`src/rtl/spi_master_pkg.sv`:
```
// spi_master_pkg: shared states, widths and SPI mode constants for the scheduled SPI master.
package spi_master_pkg;
  typedef enum logic [2:0] {IDLE, SETUP, SHIFT_H, SHIFT_L, TRAIL_H, TRAIL_L, GAP} state_t;
  localparam int BIT_W = 3;
  localparam logic SCLK_IDLE = 1'b0;
  localparam logic SS_IDLE = 1'b1;
  function automatic int cnt_w(input int div);
    return $clog2(div);
  endfunction
endpackage

```
`src/rtl/spi_rr_arbiter.sv`:
```
// spi_rr_arbiter: one-hot pick of the first request at or after ptr, circularly.
module spi_rr_arbiter #(
  parameter int NREQ = 2,
  parameter int PW = 1
)(
  input  logic [NREQ-1:0] req,
  input  logic [PW-1:0]   ptr,
  input  logic            en,
  output logic [NREQ-1:0] win
);
  logic [NREQ-1:0] rot, pick;
  always_comb begin
    rot = NREQ'({req, req} >> ptr);
    pick = rot & -rot;
    win = en ? NREQ'({pick, pick} >> (PW'(NREQ) - ptr)) : '0;
  end
endmodule

```
`src/rtl/spi_master_sched.sv`:
```
// spi_master_sched: round-robin scheduler sharing one mode-0, MSB-first SPI bus
// between NREQ requesters; one byte per grant plus a trailer SCLK pulse.
module spi_master_sched
  import spi_master_pkg::*;
#(
  parameter int NREQ = 2,
  parameter int CLK_DIV = 4
)(
  input  logic              clk,
  input  logic              rst_n,
  input  logic [NREQ-1:0]   req,
  input  logic [NREQ*8-1:0] req_data,
  output logic [NREQ-1:0]   gnt,
  output logic [NREQ-1:0]   done,
  output logic [7:0]        rx_data,
  output logic              busy,
  output logic              SCLK,
  output logic              MOSI,
  input  logic              MISO,
  output logic              SS
);
  localparam int CW = cnt_w(CLK_DIV);
  localparam int PW = $clog2(NREQ);
  localparam logic [CW-1:0] CNT_LAST = CW'(CLK_DIV - 1);
  state_t state, state_n;
  logic [CW-1:0] cnt, cnt_n;
  logic [BIT_W-1:0] bit_cnt, bit_n;
  logic [7:0] tx, tx_n, rx_sh, rx_n, rx_data_n, wdata;
  logic [PW-1:0] ptr, ptr_n, win, win_n, widx;
  logic [NREQ-1:0] pick, gnt_n, done_n;
  logic [1:0] miso_sync;
  logic sclk_n, ss_n, mosi_n, busy_n, last;
  assign last = cnt == CNT_LAST;
  spi_rr_arbiter #(.NREQ(NREQ), .PW(PW)) u_arb (
    .req(req),
    .ptr(ptr),
    .en(state == IDLE),
    .win(pick)
  );
  always_comb begin
    wdata = '0;
    widx = '0;
    for (int i = 0; i < NREQ; i++)
      if (pick[i]) begin
        wdata = req_data[8*i +: 8];
        widx = PW'(i);
      end
  end
  // Zeros shift into tx so MOSI falls to 0 after bit 0 and stays there through the trailer.
  always_comb begin
    state_n = state;
    cnt_n = (state == IDLE || last) ? '0 : cnt + 1'b1;
    bit_n = bit_cnt;
    tx_n = tx;
    rx_n = rx_sh;
    rx_data_n = rx_data;
    ptr_n = ptr;
    win_n = win;
    gnt_n = gnt;
    done_n = '0;
    busy_n = busy;
    sclk_n = SCLK;
    ss_n = SS;
    mosi_n = MOSI;
    case (state)
      IDLE:
        if (|pick) begin
          state_n = SETUP;
          gnt_n = pick;
          win_n = widx;
          busy_n = 1'b1;
          ss_n = ~SS_IDLE;
          tx_n = wdata;
          mosi_n = wdata[7];
          bit_n = BIT_W'(7);
        end
      SETUP:
        if (last) begin
          state_n = SHIFT_H;
          sclk_n = ~SCLK_IDLE;
        end
      SHIFT_H:
        if (last) begin
          state_n = SHIFT_L;
          sclk_n = SCLK_IDLE;
          rx_n = {rx_sh[6:0], miso_sync[1]};
          tx_n = {tx[6:0], 1'b0};
          mosi_n = tx[6];
        end
      SHIFT_L:
        if (last) begin
          state_n = (bit_cnt == '0) ? TRAIL_H : SHIFT_H;
          sclk_n = ~SCLK_IDLE;
          bit_n = bit_cnt - 1'b1;
        end
      TRAIL_H:
        if (last) begin
          state_n = TRAIL_L;
          sclk_n = SCLK_IDLE;
        end
      TRAIL_L:
        if (last) begin
          state_n = GAP;
          ss_n = SS_IDLE;
          gnt_n = '0;
          done_n = gnt;
          rx_data_n = rx_sh;
          ptr_n = (win == PW'(NREQ - 1)) ? '0 : win + 1'b1;
        end
      GAP:
        if (last) begin
          state_n = IDLE;
          busy_n = 1'b0;
        end
      default: state_n = IDLE;
    endcase
  end
  always_ff @(posedge clk or negedge rst_n)
    if (!rst_n) begin
      state <= IDLE;
      cnt <= '0;
      bit_cnt <= '0;
      tx <= '0;
      rx_sh <= '0;
      rx_data <= '0;
      ptr <= '0;
      win <= '0;
      gnt <= '0;
      done <= '0;
      busy <= 1'b0;
      SCLK <= SCLK_IDLE;
      SS <= SS_IDLE;
      MOSI <= 1'b0;
      miso_sync <= '0;
    end else begin
      state <= state_n;
      cnt <= cnt_n;
      bit_cnt <= bit_n;
      tx <= tx_n;
      rx_sh <= rx_n;
      rx_data <= rx_data_n;
      ptr <= ptr_n;
      win <= win_n;
      gnt <= gnt_n;
      done <= done_n;
      busy <= busy_n;
      SCLK <= sclk_n;
      SS <= ss_n;
      MOSI <= mosi_n;
      miso_sync <= {miso_sync[0], MISO};
    end
endmodule

```
`config.mk`:
```
export PLATFORM = sky130hd
export DESIGN_NAME = spi_master_sched
export DESIGN_NICKNAME = d
export VERILOG_FILES = /design/src/rtl/spi_master_pkg.sv /design/src/rtl/spi_rr_arbiter.sv /design/src/rtl/spi_master_sched.sv
export SDC_FILE = /design/constraint.sdc
export NUM_CORES = 1
export LEC_CHECK = 0
export CORE_MARGIN = 1.5
export CORE_UTILIZATION = 38
export CTS_BUF_LIST = sky130_fd_sc_hd__clkbuf_4 sky130_fd_sc_hd__clkbuf_8 sky130_fd_sc_hd__clkbuf_16
export CTS_CLUSTER_SIZE = 20
export DETAILED_ROUTE_END_ITERATION = 10
export GPL_TIMING_DRIVEN = 1
export PLACE_DENSITY_LB_ADDON = 0.25
export SLEW_MARGIN = 15
export SYNTH_ARGS = -nofsm -noshare
export SYNTH_HDL_FRONTEND = slang
export SYNTH_SLANG_ARGS = --single-unit
```
`constraint.sdc`:
```
create_clock -name clk -period 1.5 [get_ports clk]
set_clock_uncertainty 0.15 [all_clocks]
set_input_delay 0.3 -clock clk [delete_from_list [all_inputs] [get_ports clk]]
set_output_delay 0.3 -clock clk [all_outputs]
set_load 0.02 [all_outputs]
```
# [Word-level counts from Yosys, hierarchy flattened]
# Cells that the tools add are included.
[totals] ff_bits=43 in_bits=21 wordCells=95
[classes] n_addsub=5 n_eq_ne=16 shifts=2 n_mux=36 bitwise=1 reduce_logical=20
[ops] cell="$mux W3" n=10
[ops] cell="$pmux W3 S7" n=1
[ops] cell="$mux W8" n=2
[ops] cell="$reduce_and A3 Y1" n=5
[ops] cell="$mux W7" n=2
[ops] cell="$ne A2 B2 Y1 const B" n=7
[ops] cell="$pmux W7 S2" n=1
[ops] cell="$mux W2" n=6
[ops] cell="$reduce_bool A2 Y1" n=5
[ops] cell="$eq A3 B3 Y1 const B" n=3
[ops] cell="$mux W1" n=8
[ops] cell="$pmux W1 S2" n=4
[ops] cell="$shr A4 B1 Y2" n=2
[ops] cell="$reduce_and A7 Y1" n=1
[ops] cell="$eq A3 B2 Y1 const B" n=2
[ops] cell="$logic_not A3 Y1" n=2
[ops] cell="$pmux W3 S2" n=1
[ops] cell="$reduce_and A2 Y1" n=3
[ops] cell="$reduce_or A2 Y1" n=3
[ops] cell="$ne A2 B1 Y1 const B" n=2
[ops] cell="$pmux W2 S2" n=1
[ops] cell="$eq A3 B1 Y1 const B" n=1
[ops] cell="$sub A3 B1 Y3 const B" n=1
[ops] cell="$add A2 B1 Y2 const B" n=1
[ops] cell="other kinds (6)" n=6

# [Longest topological paths before layout]
[logic_depth] ltp_word=9 depth_mapped=6

# [Hierarchy]
# A second synthesis with hierarchy kept.
[unflattened] hier_cells=176 hier_area_um2=1941.9
[modules_own_cells] mod="spi_master_sched" instances=1 cells_per_inst=171 area_per_inst_um2=1920.6 seq_area_each_um2=1077.3
[modules_own_cells] mod="spi_rr_arbiter" instances=1 cells_per_inst=5 area_per_inst_um2=21.3 seq_area_each_um2=0.0

# [Worst setup path before layout]
# No wires, ideal clock.
[synth_timing] path_kind="register to register" startpoint="register state[2]" endpoint="register rx_sh[0]" t_arrival_ns=1.397 t_required_ns=1.225 setup_slack_ns=-0.172 path_stages_with_launch=6 n_path_buf=2 period_less_slack_ns=1.672 cell_sequence="dfrtp_1 -> buf_2 -> nor3b_2 -> and2_1 -> buf_4 -> mux2_2"
[synth_between] elab_chain_len=2
[synth_lines] item="start: declaration" line_no="spi_master_sched.sv:25" text="state_t state, state_n;"
[synth_lines] item="start signal: assignment" line_no="spi_master_sched.sv:136" text="state <= state_n;"
[synth_lines] item="$eq A3 B2 Y1" line_no="spi_master_sched.sv:65" text="case (state)"
[synth_lines] item="$reduce_and A2 Y1 (no line)"
[synth_lines] item="end signal: assignment" line_no="spi_master_sched.sv:140" text="rx_sh <= rx_n;"
[synth_lines] item="end: declaration" line_no="spi_master_sched.sv:28" text="logic [7:0] tx, tx_n, rx_sh, rx_n, rx_data_n, wdata;"
# Every way passes these cells.
# A chain may end at the register's enable or synchronous reset.

# [Worst setup path after layout]
[layout_timing] startpoint="register state[1]" endpoint="register MOSI"
[layout_between] elab_chain_len=6 word_cells_on_any_way=12
[layout_lines] item="$logic_not A3 Y1" line_no="spi_master_sched.sv:37, spi_master_sched.sv:65"
[layout_lines] item="$mux W2" line_no="spi_rr_arbiter.sv:15" text="win = en ? NREQ'({pick, pick} >> (PW'(NREQ) - ptr)) : '0;"
[layout_lines] item="$mux W8 (2 in series)" line_no="spi_master_sched.sv:44" text="if (pick[i]) begin"
[layout_lines] item="$mux W1" line_no="spi_master_sched.sv:67" text="if (|pick) begin"
[layout_lines] item="$pmux W1 S2" line_no="spi_master_sched.sv:65"
[layout_lines] item="end signal: assignment" line_no="spi_master_sched.sv:149" text="MOSI <= mosi_n;"
[layout_lines] item="end: declaration" line_no="spi_master_sched.sv:18" text="output logic MOSI,"
# Parallel ways exist; a longest one is shown, timed or not. The select of a mux whose other input is x is not followed.

==> impl_metrics.csv <==
group,metric,value,unit
timing,worst_rel_slew_slack,77.0,%
routing,drt_pass1_iterations,6,
critical_path,timing.critical_path.required,1550,ps
synth,post_synth_fa_ha_maj_area_fraction,1.90,%
routing,finalWirelength,5010,microns
synth,asyncSetResetFlopFracSynth,100,%
critical_path,worstPathArrival,1600,ps
clock_tree,clock_transition_at_the_registers_of_the_reported_paths,80,ps
power,power-per-cell-area,738,nW/um^2
synth,syn-mean-instance-area,11.3,sq um
routing,routed-via-count,1694,
critical_path,worst_setup_path_start_kind,"flip-flop",
finish,final_layout_size_suffix_gt1_share,39.2,%
global_route,grt_max_degree,28,
placement,globalplace.congestion,0.891,
synth,synth_top_area_share,53.2,%
routing,vias_per_cell,5.46,
global_route,grt_overflow,0,
floorplan,dieWidth,75.1,microns
finish,num_antenna_cells,0,
synth,yosysMostFrequentCell,"sky130_fd_sc_hd__dfrtp_1",
timing,finalWorstPathRequiredPeriod,1550,ps
timing,timing_worst_slew_pin_value,345,ps
power,worst_ir_drop_vdd,0.417,mV
critical_path,critical_path_class,"reg2reg",
floorplan,std_cell_rows,26,
floorplan,io-pin-count,37,
placement,cell_area_after_placement,2680,sq um
synth,synth_top_family_by_area,"simple AND/OR/NAND/NOR gates",
floorplan,placeableCoreArea,5040,sq um
finish,final_design_area_no_fill,2980,sq um
synth,synth_area,1970,sq um
power,total_leakage_power,1.42,nW
status,failed_checks,"negative setup slack",
synth,ys.flop_type,"sky130_fd_sc_hd__dfrtp_1",
global_route,number_of_antenna_violations_at_the_first_check_in_global_routing,0,
clock_tree,tritoncts_num_sinks,43,
synth,synth-warning-count,0,
timing,maxClockFrequency,0.645,GHz
synth,synth-xor-area-share,0,%
clock_tree,numCtsBuffers,5,
clock_tree,htree_levels,2,
routing,detail_route.drc_violations,0,
routing,postRouteAntennaNets,0,
timing,finalHoldViolCount,0,
placement,worst_setup_slack_after_placement,-519,ps
synth,yosys.area.top_type,"sky130_fd_sc_hd__dfrtp_1",
routing,drt-wirelength-per-cell,16.2,microns
clock_tree,tritoncts,"yes",
synth,synth_fp_nets,198,
synth,post_synth_main_area_contributors,"sky130_fd_sc_hd__dfrtp_1 53%, sky130_fd_sc_hd__mux2_2 9.1%, sky130_fd_sc_hd__a31oi_1 3.2%",
finish,layout-area-overhead-vs-synth,50.8,%
worst_hold_path,min_path_type,"in2async",
critical_path,path_max_fanout,8,
clock_tree,clock_path_buffers,2,
synth,synth-compound-area-share,13.4,%
placement,detailed_place_hpwl,3350,microns
routing,drt-initial-drc-count,40,
synth,synth_cell_type_count,38,
floorplan,overall_die_area,5640,sq um
synth,synthSimpleGateAreaFrac,15.7,%
timing,report.final.setup_viol,23,
timing,rsz0062_at_grt,"yes",
floorplan,initial_utilization,39.2,%
placement,placement.io_buffers,36,
timing,slew_viol_final,0,
floorplan,die_height,75.1,microns
global_route,gr-usage-all-layers,18.0,%
clock_tree,clk-insertion-delay-late,290,ps
synth,synthTopCellsByCount,"42 x sky130_fd_sc_hd__dfrtp_1, 16 x sky130_fd_sc_hd__mux2_2, 10 x sky130_fd_sc_hd__a31oi_1",
timing,fin_crit_sh,103,%
synth,yosys_register_bits,43,
critical_path,worstSetupEndpointType,"flip-flop",
synth,synth_mux_area_share,9.13,%
finish,layout.nets,263,
synth,synth_edf_count,0,
clock_tree,cts-root-buf,"sky130_fd_sc_hd__clkbuf_8",
global_route,grt_first_pass_wirelength,7590,microns
synth,synthCells,174,
finish,fillerInstances,433,
timing,postLayoutSetupSlackWorst,-50.5,ps
run,max-cap-violations,0,
status,outcome,"finished with violations",
global_route,grt_pass1_vias,1718,
synth,synth-seq-area-share,54.6,%
-- metal layers --
metal  track usage (%)  part of all wire (%)  up-vias
met5                 0                     0        -
met4              6.87                   2.4        0
met3              3.61                   4.1       15
met2              32.2                    52       47
met1              21.1                    42      862
li1                  -                     -      770
-- registers in the layout, indices dropped and copies added, names as in the netlist, 2 cells and up --
register	count
rx_data	8
rx_sh	8
tx	7
bit_cnt	3
state	3
cnt	2
done	2
gnt	2
miso_sync	2
-- layout make-up --
class                           instances  area (sq um)  area share [%]
Sequential cell                        43          1080            36.3
Multi-Input combinational cell        109          1010            34.0
Timing Repair Buffer                   72           653            21.9
Tap cell                               70          87.6            2.94
Clock buffer                            5          68.8            2.31
Clock inverter                          3          43.8            1.47
Inverter                                8          30.0            1.01
-- stage by stage --
stage	hold slack [ps]	util [%]	TNS [ps]	total power [mW]	cells
floorplan	-146	-	-961	1.22	174
global placement	-3.71	53.1	-4810	1.32	297
detailed placement	1.55	53.1	-5800	1.32	297
CTS	211	56.9	-311	2.22	309
global route	231	59.1	-1360	2.27	310
finish	215	59.1	-449	2.20	310
-- cell usage in the layout (no fill, tap or decap), types with 3 or more instances in the layout --
cell type / instances
sky130_fd_sc_hd__buf_6: 7
sky130_fd_sc_hd__nor2_1: 5
sky130_fd_sc_hd__dlygate4sd2_1: 15
sky130_fd_sc_hd__a31oi_1: 7
sky130_fd_sc_hd__nand2_1: 7
sky130_fd_sc_hd__dfrtp_1: 39
sky130_fd_sc_hd__nand2b_1: 3
sky130_fd_sc_hd__a32oi_2: 3
sky130_fd_sc_hd__nand4_1: 9
sky130_fd_sc_hd__buf_4: 25
sky130_fd_sc_hd__nand3_1: 5
sky130_fd_sc_hd__mux2_4: 11
sky130_fd_sc_hd__clkbuf_8: 5
sky130_fd_sc_hd__dfrtp_2: 3
sky130_fd_sc_hd__mux2_2: 5
sky130_fd_sc_hd__nand4b_1: 3
sky130_fd_sc_hd__o21ai_0: 6
sky130_fd_sc_hd__inv_1: 8
sky130_fd_sc_hd__buf_2: 3
sky130_fd_sc_hd__clkdlybuf4s50_1: 17
sky130_fd_sc_hd__a21o_1: 3
-- logic make-up after synthesis --
family                   after synthesis
adder cells (fa/ha/maj)                3
multiplexers                          16
AO/OA/AOI/OAI                         38
buffers and inverters                 22
flip-flops                            43
AND/OR/NAND/NOR                       52
-- final timing paths --
kind / slack [ps] / start / depth (start not counted) / to
worst min register to register: 220 / miso_sync[0]$_DFF_PN0_ / 0 / miso_sync[1]$_DFF_PN0_
worst max-delay path: -50 / state[1]$_DFFE_PN0P_ / 3 / MOSI$_DFFE_PN0P_
worst max register to register: -50 / state[1]$_DFFE_PN0P_ / 3 / MOSI$_DFFE_PN0P_
min in group clk: 220 / miso_sync[0]$_DFF_PN0_ / 0 / miso_sync[1]$_DFF_PN0_
worst min-delay path: 220 / rst_n / 2 / rx_sh[0]$_DFFE_PN0P_
max in group asynchronous: 510 / rst_n / 3 / SS$_DFFE_PN1P_
-- critical path, stage by stage, from the launching register on --
cell	delay [ps]
sky130_fd_sc_hd__dfrtp_2	470
sky130_fd_sc_hd__or3_4	410
sky130_fd_sc_hd__and4_1	250
sky130_fd_sc_hd__a311oi_2	180
-- where the power goes --
part | total (mW) | internal [mW] | switching, mW
logic | 0.129 | 0.0762 | 0.0526
clock network | 0.892 | 0.496 | 0.396
registers | 1.18 | 1.17 | 0.00798
total | 2.20 | 1.74 | 0.457
-- what timing repair did --
action                     in CTS  in global routing
resized for setup              43                 22
pin swaps                       9                 14
cloned                          1                  0
buffers inserted                3                  2
setup endpoints to repair      44                 33
hold endpoints to repair       42                  0
hold buffers                    1                  0
Power figures use the tool's default switching activity.
